**src/rtl/addsub_acc_pkg.sv**
```systemverilog
// Shared types and constants for the add/sub accumulator stage.
package addsub_acc_pkg;

  typedef enum logic [1:0] {OP_LOAD = 2'b00, OP_ADD = 2'b01, OP_SUB = 2'b10, OP_CLR = 2'b11} acc_op_e;
  typedef enum logic [1:0] {S_IDLE = 2'b00, S_EXEC = 2'b01, S_RESP = 2'b10} acc_state_e;

  localparam logic [31:0] SAT_POS = 32'h7FFF_FFFF;
  localparam logic [31:0] SAT_NEG = 32'h8000_0000;

endpackage

```
**src/rtl/addsub_32_bits.sv**
```systemverilog
// Ripple-carry adder/subtractor; i_add_sub=1 computes i_a - i_b.
// o_ovf is the signed overflow (carry into MSB xor carry out of MSB).
module addsub_32_bits #(
  parameter int WIDTH = 32
) (
  input  logic [WIDTH-1:0] i_a,
  input  logic [WIDTH-1:0] i_b,
  input  logic             i_add_sub,
  output logic [WIDTH-1:0] o_sum,
  output logic             o_ovf
);

  logic [WIDTH:0]   w_c;
  logic [WIDTH-1:0] w_b;

  // Subtract as a + ~b + 1: invert b and feed the carry-in.
  assign w_b    = i_b ^ {WIDTH{i_add_sub}};
  assign w_c[0] = i_add_sub;

  for (genvar g = 0; g < WIDTH; g++) begin : g_fa
    assign o_sum[g]   = i_a[g] ^ w_b[g] ^ w_c[g];
    assign w_c[g+1]   = (i_a[g] & w_b[g]) | (w_c[g] & (i_a[g] ^ w_b[g]));
  end

  assign o_ovf = w_c[WIDTH] ^ w_c[WIDTH-1];

endmodule

```
**src/rtl/addsub_acc_32b.sv**
```systemverilog
// Accumulator stage: one command per handshake (LOAD/ADD/SUB/CLR), optional
// signed saturation, sticky overflow, result returned on a valid/ready channel.
module addsub_acc_32b
  import addsub_acc_pkg::*;
#(
  parameter int WIDTH    = 32,
  parameter int SATURATE = 1
) (
  input  logic             clk,
  input  logic             rst,
  input  logic             in_valid,
  output logic             in_ready,
  input  logic [1:0]       op,
  input  logic [WIDTH-1:0] operand,
  output logic             out_valid,
  input  logic             out_ready,
  output logic [WIDTH-1:0] acc_out,
  output logic             ovf,
  output logic             ovf_sticky,
  output logic             zero,
  output logic             neg
);

  acc_state_e       r_state;
  acc_op_e          r_op;
  logic [WIDTH-1:0] r_operand;
  logic [WIDTH-1:0] r_acc;
  logic             r_ovf, r_sticky, r_zero, r_neg;
  logic             r_in_ready, r_out_valid;

  logic [WIDTH-1:0] w_sum, w_sat, w_acc_nxt;
  logic             w_v, w_arith;

  addsub_32_bits #(.WIDTH(WIDTH)) u_addsub (
    .i_a       (r_acc),
    .i_b       (r_operand),
    .i_add_sub (r_op == OP_SUB),
    .o_sum     (w_sum),
    .o_ovf     (w_v)
  );

  // On overflow the true result lies beyond the rail on the accumulator's side.
  assign w_sat   = r_acc[WIDTH-1] ? WIDTH'(SAT_NEG) : WIDTH'(SAT_POS);
  assign w_arith = (r_op == OP_ADD) || (r_op == OP_SUB);

  always_comb begin
    w_acc_nxt = w_sum;
    case (r_op)
      OP_LOAD: w_acc_nxt = r_operand;
      OP_CLR:  w_acc_nxt = '0;
      default: w_acc_nxt = (w_v && (SATURATE != 0)) ? w_sat : w_sum;
    endcase
  end

  always_ff @(posedge clk) begin
    if (rst) begin
      r_state     <= S_IDLE;
      r_op        <= OP_LOAD;
      r_operand   <= '0;
      r_acc       <= '0;
      r_ovf       <= 1'b0;
      r_sticky    <= 1'b0;
      r_zero      <= 1'b0;
      r_neg       <= 1'b0;
      r_in_ready  <= 1'b1;
      r_out_valid <= 1'b0;
    end else begin
      case (r_state)
        S_IDLE: if (in_valid) begin
          r_op       <= acc_op_e'(op);
          r_operand  <= operand;
          r_in_ready <= 1'b0;
          r_state    <= S_EXEC;
        end
        S_EXEC: begin
          r_acc       <= w_acc_nxt;
          r_zero      <= (w_acc_nxt == '0);
          r_neg       <= w_acc_nxt[WIDTH-1];
          r_ovf       <= w_arith & w_v;
          r_sticky    <= (r_op == OP_CLR) ? 1'b0 : (r_sticky | (w_arith & w_v));
          r_out_valid <= 1'b1;
          r_state     <= S_RESP;
        end
        S_RESP: if (out_ready) begin
          r_out_valid <= 1'b0;
          r_in_ready  <= 1'b1;
          r_state     <= S_IDLE;
        end
        default: begin
          r_out_valid <= 1'b0;
          r_in_ready  <= 1'b1;
          r_state     <= S_IDLE;
        end
      endcase
    end
  end

  assign in_ready   = r_in_ready;
  assign out_valid  = r_out_valid;
  assign acc_out    = r_acc;
  assign ovf        = r_ovf;
  assign ovf_sticky = r_sticky;
  assign zero       = r_zero;
  assign neg        = r_neg;

endmodule
```
**config.mk**
```make
export PLATFORM = sky130hd
export DESIGN_NAME = addsub_acc_32b
export DESIGN_NICKNAME = d
export VERILOG_FILES = /design/src/rtl/addsub_acc_pkg.sv /design/src/rtl/addsub_32_bits.sv /design/src/rtl/addsub_acc_32b.sv
export SDC_FILE = /design/constraint.sdc
export NUM_CORES = 1
export LEC_CHECK = 0
export ABC_AREA = 1
export CORE_MARGIN = 3
export CORE_UTILIZATION = 54
export DETAILED_ROUTE_END_ITERATION = 16
export GPL_ROUTABILITY_DRIVEN = 0
export HOLD_SLACK_MARGIN = 0.1
export PLACE_DENSITY = 0.81
export SYNTH_ARGS = -nofsm -noshare
export SYNTH_HDL_FRONTEND = slang
export SYNTH_SLANG_ARGS = --single-unit
```
**constraint.sdc**
```tcl
create_clock -name clk -period 15.55 [get_ports clk]
set_input_delay 1.555 -clock clk [delete_from_list [all_inputs] [get_ports clk]]
set_output_delay 1.555 -clock clk [all_outputs]
set_load 0.005 [all_outputs]
```
Yosys cells after proc, flatten, opt, wreduce, memory -nomap -nowiden
Cells that the tools add are included. W data, S select, Z words.

Register bits after elaboration: 74. Latch bits: 0. Memory bits (writable): 0. ROM bits: 0. Input port bits: 38. Output and inout bits: 38. Logic and storage cells: 203. Memories: 0.

Add/sub/neg operators: 0. Multiply operators: 0. Div/mod/pow operators: 0. $lt $le $gt $ge: 0. Eq/ne operators: 7. Shift operators: 0. Multiplexer cells: 12. Bitwise logic cells: 166. Reduce and logical (&&, ||, !) cells: 8.

Operators with widths (number): $and A1 B1 Y1 (65); $xor A1 B1 Y1 (65); $mux W32 (2); $pmux W32 S2 (1); $or A1 B1 Y1 (33); $logic_not A32 Y1 (1); $xor A32 B32 Y32 (1); $eq A2 B2 Y1 const B (3); $pmux W1 S3 (2); $pmux W2 S3 (1); $reduce_and A2 Y1 (3); $eq A2 B1 Y1 const B (2); $logic_not A2 Y1 (2); $mux W1 (4); $mux W2 (2); $ne A2 B2 Y1 const B (2); $reduce_and A3 Y1 (1); $not A1 Y1 (2); $logic_or A1 B1 Y1 (1).

Depth between registers and ports, before layout
Depth after elaboration: 71. Gate-level depth with buffers: 55. Gate-level depth less buffers: 52.

Modules after synthesis
From an unflattened synthesis, not the netlist that was laid out.

Cell total of the unflattened synthesis: 730. Area total of the unflattened synthesis: 4753.3 sq um.

By module, submodules not included: addsub_acc_32b (times used 1, cells each 494, area an instance 3355.7 sq um, sequential area each 1461.4 sq um); addsub_32_bits (times used 1, cells each 236, area an instance 1397.6 sq um, sequential area each 0.0 sq um).

Least setup slack after synthesis
OpenSTA, ideal clock, no wires.

Kind: register -> register. From: register r_op[0]. To: register r_zero, in the netlist zero. Setup time: 0.067 ns. Data arrival time: 13.511 ns. Required time: 15.483 ns. Slack: 1.972 ns. Stages on the path, launching flop included: 53. Buffers on the path: 2. Period minus slack after synthesis: 13.578 ns. Path through: dfxtp_1 -> inv_1 -> ha_1 -> clkbuf_1 -> buf_2 -> xor2_1 -> fa_1 -> inv_1 -> fa_1 -> fa_1 -> fa_1 -> fa_1 -> fa_1 -> fa_1 -> fa_1 -> inv_1 -> fa_1 -> fa_1 -> [... 17 more ...] -> fa_1 -> fa_1 -> inv_1 -> fa_1 -> inv_1 -> fa_1 -> fa_1 -> inv_1 -> nand2_1 -> nand2_1 -> nor2_1 -> o21ai_0 -> nand2_1 -> nor2_1 -> nand2_1 -> nor2_1 -> nand2_1 -> a21oi_2.

Cells in the longest elaborated chain, start to end: 71. Elaborated cells between the ends (all ways): 168. Those cells by class: eq/ne (2); mux (2); bitwise (162); reduce/logical (2).

RTL lines: start: declaration (RTL line addsub_acc_32b.sv:25) `acc_op_e r_op;`; start signal: assignment (RTL line addsub_acc_32b.sv:70) `r_op <= acc_op_e'(op);`; $eq A2 B2 Y1 (RTL line addsub_acc_32b.sv:37) `.i_add_sub (r_op == OP_SUB),`; $xor A32 B32 Y32 (RTL line addsub_32_bits.sv:17) `assign w_b = i_b ^ {WIDTH{i_add_sub}};`; $xor A1 B1 Y1 (RTL line addsub_32_bits.sv:21, addsub_32_bits.sv:22); $and A1 B1 Y1 (RTL line addsub_32_bits.sv:22) `assign w_c[g+1] = (i_a[g] & w_b[g]) | (w_c[g] & (i_a[g] ^ w_b[g]));`; $or A1 B1 Y1 (RTL line addsub_32_bits.sv:22); $and A1 B1 Y1 (RTL line addsub_32_bits.sv:22); $or A1 B1 Y1 (RTL line addsub_32_bits.sv:22); $and A1 B1 Y1 (RTL line addsub_32_bits.sv:22); [... 55 more ...]; $and A1 B1 Y1 (RTL line addsub_32_bits.sv:22); $or A1 B1 Y1 (RTL line addsub_32_bits.sv:22); $and A1 B1 Y1 (RTL line addsub_32_bits.sv:22); $or A1 B1 Y1 (RTL line addsub_32_bits.sv:22); $xor A1 B1 Y1 (RTL line addsub_32_bits.sv:25) `assign o_ovf = w_c[WIDTH] ^ w_c[WIDTH-1];`; $mux W32 (RTL line addsub_acc_32b.sv:51) `default: w_acc_nxt = (w_v && (SATURATE != 0)) ? w_sat : w_sum;`; $pmux W32 S2 * (RTL line addsub_acc_32b.sv:48) `case (r_op)`; $logic_not A32 Y1 * (RTL line addsub_acc_32b.sv:77) `r_zero <= (w_acc_nxt == '0);`; end signal: assignment (RTL line addsub_acc_32b.sv:77); end: declaration (RTL line addsub_acc_32b.sv:28) `logic r_ovf, r_sticky, r_zero, r_neg;`.

Every way passes the cells marked *; elsewhere a longest branch is shown, timed or not. A chain may end at the register's enable or synchronous reset.

Worst setup path in the final report
Ends and elaborated chain as after synthesis.

==> impl_results.md <==
- Core region area: just under 8000 sq um
- Initial core utilization: between 50% and 60%
- Post-synthesis instance total: 620
- Number of design rule violations left after detail routing: 0
- Worst-margin pin slew: ~1.1 ns
- Startpoint class of the critical path: flip-flop
- Routed len/inst: 14.09 microns
- Top Family by Delay on Critical Path: adder cells
- Proportion of netlist area held by the largest area contributor: between 30% and 40%
- Leading cell type by number of instances after synthesis: sky130_fd_sc_hd__nand2_1
- Total grt overflow: 0
- Commonest cells in the netlist: 141 x sky130_fd_sc_hd__nand2_1, 76 x sky130_fd_sc_hd__nor2_1, 73 x sky130_fd_sc_hd__dfxtp_1, 73 x sky130_fd_sc_hd__o21ai_0, 68 x sky130_fd_sc_hd__inv_1
- Worst Path Max Fanout: 28
- Kind of critical path: flip-flop to flip-flop
- Maximum buffer depth of the clock tree: 2
- N_diodes: 0
- Largest net degree at the start of global routing: 67
- Antenna violations before repair: 0
- Predominant post-synthesis flop cell: sky130_fd_sc_hd__dfxtp_1
- IR Drop Worst-Case VDD: about 0.065 mV
- Flops & latches, synth: 73
- Floorplan die area: roughly 9500 sq um
- Endpoints failing hold: 0
- Synth area leaders: sky130_fd_sc_hd__dfxtp_1 32%, sky130_fd_sc_hd__fa_1 14%, sky130_fd_sc_hd__nand2_1 12%, sky130_fd_sc_hd__o21ai_0 8.1%, sky130_fd_sc_hd__nor2_1 6.3%
- Number of fill cells in the layout: 659
- Post-layout minimum cycle time: roughly 15 ns
- Number of failing setup endpoints in the final timing report: 0
- Area of the mapped netlist: 4513 sq um
- All-Layer GR Usage: between 20% and 30%
- Buffers & Inverters on Critical Path: 7
- Via density: approximately 5.3
- Result of the run: completed
- Clock sink count: 73
- Max-slew violations: 0
- Highest-delay cell along the critical path: sky130_fd_sc_hd__fa_1
- PD cells: 103.8 nW/um^2
- I/O Pins: 76
- Instance area after placement: 5231 sq um
- Hold/Removal Path Class: flip-flop to flip-flop
- Final wirelength: 10.95 mm
- Master cell of the clock root buffer: sky130_fd_sc_hd__clkbuf_8
- TritonCTS Buffers: 9
- Via count of the first global-routing pass: ~4000
- Final design area excluding fillers: about 5400 sq um
- Yosys warning total: 0
- Most frequent CP cell: sky130_fd_sc_hd__fa_1
- Post-CTS sizing: 0
- Portion of the clock cycle consumed by the worst path in the final layout: between 90% and 100%
- Max Freq: between 60 and 70 MHz
- # rows: 32
- Maximum capacitance violations: 0
- Cell type with the highest aggregate area in the netlist: sky130_fd_sc_hd__dfxtp_1
- Cell variety after synth: 27
- Synth Area per Inst: 7.279 sq um
- Global-route wire length before repair: 18.59 mm
- Slew HR: between 20% and 30%
- Net count, final: approximately 740
- Data required time at the worst endpoint: approximately 16 ns
- Syn Nets: approximately 690
- Via total after detailed routing: 4081
- Die Y: ~100 microns
- Critical path's largest stage delay: 0.49 ns
- Latest clock arrival within the worst-skew pair: 0.37 ns
- Worst Hold Margin: 0.4694 ns
- Overall Power: about 560 uW
- H-tree lvl count: 3
- Data arrival time of the worst path: ~15 ns
- Share of layout cells above drive strength 1: 4.148%
- Residual antenna-violating net count after detailed routing: 0
- Fraction of registers with async set/reset: 0%
- Utilization after layout: around two thirds
- Number of enable flip-flop cells after synthesis: 0
- TritonCTS clock tree: yes
- First-iteration detailed-routing DRC count: approximately 180
- Largest clock skew in the final design: about 0.0076 ns
- Setup TNS: 0 ns
- Die span in x: between 90 and 100 microns
- Router iterations before antenna repair: 5
- Clock slew at reported path FFs: 0.08 ns
- Kind of capture point of the worst setup path: flip-flop
- Port Buffers: 75
- Sequential-to-total area share from yosys stat: 32.38%
- Final HPWL DP: between 7 and 8 mm
- Post-CTS Setup Bufs: 0
- LEAKAGE: between 0.002 and 0.0025 uW
- RSZ-0062 raised after global routing: false
- CTS Hold Bufs: 0
- Area grow syn2layout: 20.46%
[layout make-up]
cell class	count	area [sq um]	share of cell area, %
repair buffers	79	780.7	14.36
clock inverters	6	67.56	1.243
inverters	69	259.0	4.764
well taps	102	127.6	2.348
flip-flops and latches	73	1461	26.88
multi-input cells	438	2603	47.87
clock buffers	10	137.6	2.532
[state kept, by name, summed over array words and instances (netlist names), 2 cells and up]
signal     cells
r_operand     32
r_state        2
acc_out       32
r_op           2
[worst min-delay path, delay by kind of cell, from the launching register on]
kind            cells  cell delay (ns)
flops               1             0.31
simple gates        1             0.06
compound gates      1             0.06
[kinds of logic after synthesis]
logic type,share of synthesized area [%]
fa+ha+maj,15.03
simple gates,23.18
flops,32.38
xor+xnor,6.016
compound gates,13.22
buf+inv,10.17
[layer usage]
metal  track usage [%]  up-vias  wire, microns
met5                 0        -              0
met4             7.455        0            266
met3             5.958       29            652
met2             40.80      139           5339
met1             28.94     1887           4689
li1                  -     2026              -
[report_power, final]
part	internal, uW	switching, uW	leakage [uW]
Combinational	80.3	112	0.00158
Clock	78.6	76.3	0.0000985
Sequential	202	14.8	0.000602
[layout by cell type, fill, tap and decap left out, types with 2 or more instances in the layout]
master | netlist | layout
sky130_fd_sc_hd__nor2_1 | 76 | 75
sky130_fd_sc_hd__dfxtp_1 | 73 | 73
sky130_fd_sc_hd__nand2_4 | 2 | 2
sky130_fd_sc_hd__clkinv_4 | 0 | 2
sky130_fd_sc_hd__buf_4 | 3 | 4
sky130_fd_sc_hd__nand2_1 | 141 | 141
sky130_fd_sc_hd__xnor2_1 | 27 | 27
sky130_fd_sc_hd__o21ai_0 | 73 | 73
sky130_fd_sc_hd__a21oi_1 | 38 | 38
sky130_fd_sc_hd__inv_1 | 68 | 68
sky130_fd_sc_hd__xor2_1 | 4 | 4
sky130_fd_sc_hd__fa_1 | 32 | 32
sky130_fd_sc_hd__clkbuf_8 | 0 | 10
sky130_fd_sc_hd__nand3_1 | 30 | 30
sky130_fd_sc_hd__clkdlybuf4s50_1 | 0 | 75
sky130_fd_sc_hd__nand3b_1 | 4 | 4
sky130_fd_sc_hd__ha_1 | 3 | 2
sky130_fd_sc_hd__clkinvlp_4 | 0 | 2
[final timing paths]
check,from,end,slack (ns),cells past startpoint
max,r_op[0],zero,0.86,49
min,ovf,ovf,0.47,2
min reg2reg,ovf,ovf,0.47,2
max reg2reg,r_op[0],zero,0.86,49
[through the flow]
stage,worst slack (ns),cells
6_report,0.8637,777
5_1_grt,0.3041,777
4_1_cts,0.9627,777
3_5_place_dp,0.9876,761
3_3_place_gp,1.508,761
2_1_floorplan,1.972,620
Note: power is estimated with default switching activity, not from simulation.
